$ cat src/rtl/stage_sequencer.sv
// Multi-cycle LEGv8 stage sequencer: one clock, per-stage enables, pc_src resolve, retire count.
// Optional build macro MEM_SKIP_EN: non-memory instructions bypass the MEMORY state.
module stage_sequencer #(
  parameter int FETCH_CYCLES = 2,
  parameter int CNT_W        = 32
) (
  input  logic             clk,
  input  logic             reset,
  input  logic             start,
  input  logic             stop,
  input  logic             uncond_branch,
  input  logic             branch,
  input  logic             mem_read,
  input  logic             mem_write,
  input  logic             zero,
  input  logic             mem_ready,
  output logic             fetch_en,
  output logic             instr_latch,
  output logic             reg_read_en,
  output logic             alu_en,
  output logic             mem_en,
  output logic             reg_write_en,
  output logic             pc_update,
  output logic             pc_src,
  output logic             busy,
  output logic [2:0]       state_o,
  output logic [CNT_W-1:0] retired
);

  // state     | meaning
  // IDLE      | waiting for start
  // FETCH     | instruction memory access, held FETCH_CYCLES cycles
  // DECODE    | register file read
  // EXECUTE   | ALU; branch decision and control flags captured
  // MEMORY    | data memory access, waits for mem_ready on loads/stores
  // WRITEBACK | register write, PC update, retire
  typedef enum logic [2:0] {
    IDLE      = 3'd0,
    FETCH     = 3'd1,
    DECODE    = 3'd2,
    EXECUTE   = 3'd3,
    MEMORY    = 3'd4,
    WRITEBACK = 3'd5
  } state_t;

  localparam logic [3:0] FETCH_LOAD = 4'(FETCH_CYCLES - 1);

  state_t           state, state_nxt;
  logic [3:0]       fetch_cnt, fetch_cnt_nxt;
  logic             pc_src_nxt;
  logic             mem_op_q, mem_op_nxt;
  logic             writes_rd_q, writes_rd_nxt;
  logic [CNT_W-1:0] retired_nxt;

  always_ff @(posedge clk or negedge reset) begin
    if (!reset) begin
      state       <= IDLE;
      fetch_cnt   <= 4'd0;
      pc_src      <= 1'b0;
      mem_op_q    <= 1'b0;
      writes_rd_q <= 1'b0;
      retired     <= '0;
    end else begin
      state       <= state_nxt;
      fetch_cnt   <= fetch_cnt_nxt;
      pc_src      <= pc_src_nxt;
      mem_op_q    <= mem_op_nxt;
      writes_rd_q <= writes_rd_nxt;
      retired     <= retired_nxt;
    end
  end

  always_comb begin
    state_nxt     = state;
    fetch_cnt_nxt = fetch_cnt;
    pc_src_nxt    = pc_src;
    mem_op_nxt    = mem_op_q;
    writes_rd_nxt = writes_rd_q;
    retired_nxt   = retired;
    case (state)
      IDLE: begin
        if (start) begin
          state_nxt     = FETCH;
          fetch_cnt_nxt = FETCH_LOAD;
          pc_src_nxt    = 1'b0;
        end
      end
      FETCH: begin
        if (fetch_cnt == 4'd0) state_nxt = DECODE;
        else fetch_cnt_nxt = fetch_cnt - 4'd1;
      end
      DECODE: state_nxt = EXECUTE;
      EXECUTE: begin
        // Decode flags are captured here so WRITEBACK/MEMORY outputs stay pure state decodes.
        pc_src_nxt    = uncond_branch | (branch & zero);
        mem_op_nxt    = mem_read | mem_write;
        writes_rd_nxt = !(mem_write | branch | uncond_branch);
`ifdef MEM_SKIP_EN
        state_nxt = (mem_read | mem_write) ? MEMORY : WRITEBACK;
`else
        state_nxt = MEMORY;
`endif
      end
      MEMORY: begin
        if (!mem_op_q || mem_ready) state_nxt = WRITEBACK;
      end
      WRITEBACK: begin
        retired_nxt = retired + CNT_W'(1);
        if (stop || !start) begin
          state_nxt = IDLE;
        end else begin
          state_nxt     = FETCH;
          fetch_cnt_nxt = FETCH_LOAD;
          pc_src_nxt    = 1'b0;
        end
      end
      default: state_nxt = IDLE;
    endcase
  end

  assign fetch_en     = (state == FETCH);
  assign instr_latch  = (state == FETCH) && (fetch_cnt == 4'd0);
  assign reg_read_en  = (state == DECODE);
  assign alu_en       = (state == EXECUTE);
  assign mem_en       = (state == MEMORY) && mem_op_q;
  assign reg_write_en = (state == WRITEBACK) && writes_rd_q;
  assign pc_update    = (state == WRITEBACK);
  assign busy         = (state != IDLE);
  assign state_o      = state;

endmodule

$ cat config.mk
export PLATFORM = sky130hd
export DESIGN_NAME = stage_sequencer
export DESIGN_NICKNAME = d
export VERILOG_FILES = /design/src/rtl/stage_sequencer.sv
export SDC_FILE = /design/constraint.sdc
export NUM_CORES = 1
export LEC_CHECK = 0
export CORE_UTILIZATION = 44
export DETAILED_ROUTE_END_ITERATION = 10
export HOLD_SLACK_MARGIN = 0.15
export PLACE_DENSITY_LB_ADDON = 0.15
export SYNTH_ARGS = -nofsm -noshare
export SYNTH_HDL_FRONTEND = slang
export SYNTH_SLANG_ARGS = --single-unit
export TNS_END_PERCENT = 30
$ cat constraint.sdc
create_clock -name clk -period 1.6 [get_ports clk]
set_input_delay 0.4 -clock clk [delete_from_list [all_inputs] [get_ports clk]]
set_output_delay 0.4 -clock clk [all_outputs]
set_load 0.01 [all_outputs]
# == Word-level counts from Yosys, hierarchy flattened ==
# Index checks and enable logic that the tools add are counted.
# op_classes
add_sub_neg,2
n_eq_ne,10
muxes,12
n_bitwise,5
reduce_logical,16
# ops
cell,count
$add A32 B1 Y32 const B,1
$pmux W3 S6,1
$mux W4,3
$pmux W4 S3,1
$mux W3,3
$reduce_bool A3 Y1,3
$ne A2 B2 Y1 const B,4
$eq A3 B2 Y1 const B,2
$eq A3 B3 Y1 const B,2
$reduce_and A3 Y1,2
$logic_not A4 Y1,1
$or A1 B1 Y1,4
$reduce_and A4 Y1,1
$sub A4 B1 Y4 const B,1
$eq A3 B1 Y1 const B,1
$logic_and A1 B1 Y1,3
$logic_not A1 Y1,3
$logic_not A3 Y1,1
$mux W1,3
$pmux W1 S3,1
$logic_or A1 B1 Y1,2
$ne A2 B1 Y1 const B,1
$and A1 B1 Y1,1
# totals
regBits,42
inputBits,10
output_inout_bits,44
word_cells,51

# == Depth between registers and ports, before layout ==
# Gate-level depths: netlist (run 1).
# logic_depth
depth_word,4
mapped_depth,7
depth_no_buf,6

# == Least setup slack after synthesis (run 1) ==
# OpenSTA, ideal clock, no wires.
# synth_timing
path_kind,register to register
startpoint,reg retired[0]
endpoint,reg retired[18]
setup_ns,0.125
arrival_time_ns,1.488
slack_ns,-0.013
path_stages_with_launch,6
n_path_buf,0
period_less_slack_ns,1.613
cell_sequence,dfrtp_1 -> ha_1 -> nand4b_1 -> nor4_4 -> nand4_1 -> xnor2_1
# synth_between
elab_chain_cells,1
# synth_rtl
element,line,text
start: declaration,27,output logic [CNT_W-1:0] retired
start signal: assignment,69,retired <= retired_nxt;
$add A32 B1 Y32,108,retired_nxt = retired + CNT_W'(1);
# Every way passes these cells.
# A chain may end at the register's enable or synchronous reset.

# == Final worst setup path (run 1) ==
# layout_timing
startpoint,reg fetch_cnt[1]
endpoint,out instr_latch
# layout_between
elab_chain_cells,2
# layout_rtl
element,line,text
start: declaration,49,"logic [3:0] fetch_cnt, fetch_cnt_nxt;"
start signal: assignment,65,fetch_cnt <= fetch_cnt_nxt;
$logic_not A4 Y1,122,assign instr_latch = (state == FETCH) && (fetch_cnt == 4'd0);
$logic_and A1 B1 Y1,122,
end: declaration,18,"output logic instr_latch,"
# Every way passes these cells.

==> results of run 1 <==
[timing repair]
item / CTS / global route
endpoints found under the hold margin: 42 / 0
pin swaps: 6 / 13
gates resized for setup: 84 / 10
setup buffers: 12 / 5
cloned: 1 / 1
hold buffers: 1 / 0
setup endpoints to repair: 62 / 41
[worst min path at each step]
stage | endpoint | start | slack [ns]
2_1_floorplan | fetch_cnt[0]$_DFFE_PN0P_ | reset | 0.10
3_3_place_gp | retired[14]$_DFFE_PN0N_ | reset | 0.39
3_5_place_dp | retired[16]$_DFFE_PN0N_ | reset | 0.39
4_1_cts | retired[31]$_DFFE_PN0N_ | retired[31]$_DFFE_PN0N_ | 0.47
5_1_grt | retired[15]$_DFFE_PN0N_ | retired[15]$_DFFE_PN0N_ | 0.50
6_report | retired[31]$_DFFE_PN0N_ | retired[31]$_DFFE_PN0N_ | 0.47
[layout make-up]
type / count / area, sq um
Clock inverter: 2 / 12.5
Inverter: 8 / 30.0
Multi-Input combinational cell: 138 / 1030
Sequential cell: 42 / 1060
Tap cell: 52 / 65.1
Clock buffer: 6 / 82.6
Timing Repair Buffer: 95 / 853
Fill cell: 344 / 1340
[report_power, final]
part | switching (mW) | leakage (nW) | internal [mW]
registers | 0.114 | 0.563 | 1.22
logic | 0.731 | 1.03 | 0.930
clock network | 0.376 | 0.0472 | 0.347
[registers in the layout (all words and copies together), names as in the netlist]
name,count
pc_src,1
fetch_cnt,4
mem_op_q,1
writes_rd_q,1
retired,32
state_o,3
[cells in the final DEF, fill, tap and decap left out, types with 2 or more instances in the layout]
master            n
dfrtp_1          38
dlygate4sd2_1    32
buf_4            30
xnor2_1          27
nand4_1          17
nand2_1          15
and3_1            8
buf_2             8
clkdlybuf4s50_1   8
buf_6             8
inv_1             7
and2_1            7
o21ai_0           6
clkbuf_8          6
nor2_1            5
and4_1            5
nand3b_1          4
xor2_1            4
nand3_1           4
dfrtp_2           4
a21oi_1           3
dlymetal6s2s_1    3
buf_12            3
or2_2             2
nand2b_1          2
o211ai_1          2
nor4_4            2
o2bb2ai_1         2
nand3_2           2
[per-layer routing]
metal  wire [um]  part of all wire (%)  vias up  track usage [%]
met2        2360                    50       58             33.1
met3         235                   5.0        6             5.34
met5           0                     0        -                0
met1        2070                    44      857             25.5
met4          44                  0.93        0             7.56
li1            -                     -      879                -
[logic make-up after synthesis]
family | count (synthesis) | synth area share [%]
XOR/XNOR | 31 | 12.9
AND/OR/NAND/NOR | 86 | 26.2
multiplexers | 1 | 0.533
adder cells (fa/ha/maj) | 2 | 1.19
buffers and inverters | 17 | 3.73
AO/OA/AOI/OAI | 18 | 5.69
flip-flops | 42 | 49.8
[per-stage QoR]
stage | power, mW | instance area (sq um)
after floorplan | 2.03 | 2110
after global placement | 2.73 | 2860
after detailed placement | 2.75 | 2860
after CTS | 3.62 | 3040
after global routing | 3.94 | 3130
final | 3.71 | 3130
==> impl_metrics.json, run 1 <==
{
  "power.leakage_nw": 1.64,
  "port_buffers": 53,
  "tns_ns": -0.899,
  "crit_cells": 5,
  "die_h_um": 71.3,
  "status": "finished with violations",
  "finalCritPeriodShare_pct": 111,
  "synth-warning-count": 0,
  "syn2layout_area_growth_pct": 48.3,
  "critical_path.top_delay_family": "flip-flops",
  "fin_util_pct": 70.0,
  "p_per_area_mw_per_mm2": 1190,
  "worstPathRequired_ns": 1.20,
  "ys_seq_elements": 42,
  "num_vias": 1800,
  "grt_pass1_vias": 1774,
  "fin_ws_ns": -0.171,
  "dp_hpwl_mm": 3.08,
  "yosysMostFrequentCell": "dfrtp_1",
  "place_inst": 315,
  "critPathMaxStageDelay_ns": 0.38,
  "synth_top_area_cell": "dfrtp_1",
  "ys.flop_type": "dfrtp_1",
  "first_pass_iters": 7,
  "core_sq_mm": 0.00447,
  "clockRootBuffer": "clkbuf_8",
  "ant_nets": 0,
  "r2r_slack_ns": -0.03,
  "critPathKind": "reg2out",
  "num_rows": 24,
  "cts_made_buffers": 5,
  "reg2reg_to": "retired[15]$_DFFE_PN0N_",
  "fp.dieW_um": 71.3,
  "r2r_start": "state_o[1]$_DFFE_PN0P_",
  "grt_pass1_wl_mm": 8.02,
  "clk_path_buf_depth": 2,
  "critPathBufInv": 2,
  "htreeDepth": 2,
  "diodes": 0,
  "synth_area_leaders": "dfrtp_1 50%, xnor2_1 11%, nand4_1 5.0%",
  "fin_crit_ns": 1.77,
  "totalWireLength_mm": 4.71,
  "maxCapViolCount": 0,
  "gp_congestion": 0.751,
  "async_reset_ff_share_pct": 100,
  "syn-num-nets": 209,
  "clock-sinks": 42,
  "crit_path_end": "instr_latch",
  "syn-cell-area_sq_mm": 0.00211,
  "finalClockSkew_ns": 0.00358,
  "startpoint_type": "flip-flop",
  "drc_errors": 2,
  "ys_seq_area_share_pct": 49.8,
  "wire_per_inst_um": 13.7,
  "worst_pin_slew_ns": 0.419,
  "synth_cells": 197,
  "clk_latency_ns": 0.29,
  "track_usage_pct": 20.1,
  "setup_viol": 13,
  "startpoint": "fetch_cnt[1]$_DFFE_PN0P_",
  "cp_cell_sequence": "inv_1 -> ha_2 -> nor3b_4 -> nor2b_1 -> buf_2",
  "hold_class": "reg2reg",
  "end_kind": "output port",
  "grt_max_degree": 43,
  "design.die.area_sq_mm": 0.00508,
  "ir_drop_uv": 941,
  "start_util_pct": 47.2,
  "place_ws_ns": -0.313,
  "synth_area_per_cell_sq_um": 10.7,
  "rr_worst_depth": 7,
  "nNetsFinal": 302,
  "fmax_ghz": 0.565,
  "avgViaCountPerCell": 5.25,
  "grt_overflow": 0,
  "synth_top_area_share_pct": 49.8,
  "synth_edf_count": 0,
  "hold_path_depth": 1,
  "hold_violations": 0,
  "holdWs_ns": 0.466,
  "io_pins": 54,
  "yosys-top-cells-count": "42 x dfrtp_1, 27 x xnor2_1, 17 x nand4_1",
  "drt_iter0_markers": 118,
  "antenna_found_initial": 0,
  "slew_headroom_pct": 72.0,
  "report.final.slew_viol_count": 0,
  "drive_above_1_share_pct": 27.8,
  "critPathSlowestCell": "dfrtp_1",
  "stdcell_count": 343,
  "rsz0062_at_grt": "yes",
  "post_synth_num_cell_types": 41,
  "path_max_fanout": 2,
  "cp.arrival_ns": 1.37,
  "clk_pin_slew_ns": 0.08,
  "violations": "design-rule violations, negative setup slack",
  "cts_tree": "done"
}
Note: power is estimated with default switching activity, not from simulation.
==> inputs of run 2 (changes only) <==
Settings changed: RECOVER_POWER set to 50.
==> run 2 against run 1 <==
Compared with the run above: the run still ends with design-rule violations, negative setup slack left; non-clock buffer count unchanged; total power decreased by 0.28%; wire length increased by 0.15%; register-to-register slack about the same; clock skew about the same; via count decreased by 0.11%; sequential cell count unchanged; utilization decreased by 0.36 points; critical path type unchanged.
==> impl_metrics.json, run 2 (same netlist as run 1, synthesis figures left out) <==
{
  "hold_violations": 0,
  "core_sq_mm": 0.00447,
  "track_usage_pct": 20.1,
  "cp_cell_sequence": "inv_1 -> ha_2 -> nor3b_4 -> nor2b_1 -> buf_2",
  "status": "finished with violations",
  "grtUsageMet3_pct": 5.34,
  "finalCritPeriodShare_pct": 111,
  "fin_area_sq_mm": 0.00311,
  "final_common_cell": "dfrtp_1",
  "setup_viol": 13,
  "cp.arrival_ns": 1.37,
  "port_buffers": 53,
  "report.final.slew_viol_count": 0,
  "worstPathRequired_ns": 1.20,
  "htreeDepth": 2,
  "top_usage_layer": "met2",
  "largest_reg_flops": 32,
  "clock-sinks": 42,
  "hold_class": "reg2reg",
  "antenna_found_initial": 0,
  "ir_drop_uv": 941,
  "finalClockSkew_ns": 0.00358,
  "fill_cells": 348,
  "totalWireLength_mm": 4.71,
  "drt_iter0_markers": 118,
  "critPathMaxStageDelay_ns": 0.38,
  "clk_pin_slew_ns": 0.08,
  "final_cell_mix": "38 x dfrtp_1, 32 x dlygate4sd2_1, 29 x buf_4, 27 x xnor2_1, 17 x nand4_1",
  "stdcell_count": 343,
  "end_kind": "output port",
  "clockRootBuffer": "clkbuf_8",
  "worst_pin_slew_ns": 0.568,
  "io_pins": 54,
  "regArea_sq_mm": 0.00106,
  "nNetsFinal": 302,
  "first_pass_iters": 7,
  "gp_congestion": 0.751,
  "diodes": 0,
  "dp_hpwl_mm": 3.08,
  "clk_path_buf_depth": 2,
  "slew_headroom_pct": 62.1,
  "cts_made_buffers": 5,
  "grt_pass1_vias": 1774,
  "avgViaCountPerCell": 5.24,
  "place_area_sq_mm": 0.00286,
  "rsz0062_at_grt": "yes",
  "critPathKind": "reg2out",
  "drive_above_1_share_pct": 27.5,
  "fin_crit_ns": 1.77,
  "violations": "design-rule violations, negative setup slack",
  "drc_errors": 2,
  "use_met1_pct": 25.5,
  "design.die.area_sq_mm": 0.00508,
  "clk_latency_ns": 0.29,
  "fmax_ghz": 0.565,
  "num_vias": 1798,
  "syn2layout_area_growth_pct": 47.5,
  "fp.dieW_um": 71.3,
  "path_max_fanout": 2,
  "grt_overflow": 0,
  "die_h_um": 71.3,
  "p_total_mw": 3.70,
  "registers.top_by_ff_count": "retired",
  "cts_tree": "done",
  "start_util_pct": 47.2,
  "place_ws_ns": -0.313,
  "p_per_area_mw_per_mm2": 1190,
  "startpoint_type": "flip-flop",
  "wire_per_inst_um": 13.7,
  "critPathSlowestCell": "dfrtp_1",
  "ant_nets": 0,
  "use_met2_pct": 33.1,
  "grt_pass1_wl_mm": 8.02,
  "fin_ws_ns": -0.171,
  "multi_input_comb_area_sq_mm": 0.00103,
  "maxCapViolCount": 0,
  "place_inst": 315,
  "grt_max_degree": 43,
  "power.leakage_nw": 1.63,
  "num_rows": 24
}
-- run 2: cell count changes in the layout (fill, tap and decap cells not counted) --
| cell | before | now |
|---|---|---|
| buf_12 | 3 | 2 |
| buf_4 | 30 | 29 |
| clkbuf_1 | 0 | 1 |
| clkbuf_4 | 0 | 1 |
-- run 2: stage by stage --
stage | util (%) | TNS (ns) | hold slack, ns
global route | 69.6 | -3.27 | 0.498
global placement | 63.8 | -2.33 | 0.391
CTS | 68.0 | -0.981 | 0.472
detailed placement | 63.8 | -2.38 | 0.393
floorplan | - | 0 | 0.104
finish | 69.6 | -0.903 | 0.466
-- run 2: worst paths after layout --
check	startpoint	to	slack (ns)	cells past startpoint
max reg2reg	state_o[1]$_DFFE_PN0P_	retired[15]$_DFFE_PN0N_	-0.03	7
min	retired[31]$_DFFE_PN0N_	retired[31]$_DFFE_PN0N_	0.47	1
min in group asynchronous	reset	retired[15]$_DFFE_PN0N_	0.75	3
max	fetch_cnt[1]$_DFFE_PN0P_	instr_latch	-0.17	5
min reg2reg	retired[31]$_DFFE_PN0N_	retired[31]$_DFFE_PN0N_	0.47	1
max in group asynchronous	reset	retired[5]$_DFFE_PN0N_	0.43	3
-- run 2: report_power, final --
group | internal [mW] | switching, mW | leakage (nW) | total (mW)
registers | 1.22 | 0.114 | 0.563 | 1.33
clock network | 0.347 | 0.376 | 0.0472 | 0.724
logic | 0.920 | 0.729 | 1.02 | 1.65
-- run 2: worst max-delay path: cells and delay by family (launching register included) --
kind / cells / cell delay, ns
flip-flops: 1 / 0.38
AND/OR/NAND/NOR: 2 / 0.32
buffers and inverters: 2 / 0.19
adder cells (fa/ha/maj): 1 / 0.17
-- run 2: per-layer routing --
metal  vias up  wire [um]  part of all wire, %
met5         -          0                    0
met4         0         44                 0.93
met2        58       2370                   50
met3         6        235                  5.0
li1        878          -                    -
met1       856       2060                   44
-- run 2: timing repair --
| action | 4_1_cts | 5_1_grt |
|---|---|---|
| setup endpoints to repair | 62 | 41 |
| pin swaps | 6 | 13 |
| gates resized for setup | 84 | 10 |
| gates cloned | 1 | 1 |
| buffers inserted | 12 | 5 |
| hold buffers | 1 | 0 |
| hold endpoints to repair | 42 | 0 |
-- run 2: area by class of cell --
class / count / area share [%]
well taps: 52 / 2.09
inverters: 8 / 0.964
clock buffers: 6 / 2.65
repair buffers: 95 / 26.9
multi-input cells: 138 / 33.1
flip-flops and latches: 42 / 33.9
clock inverters: 2 / 0.402
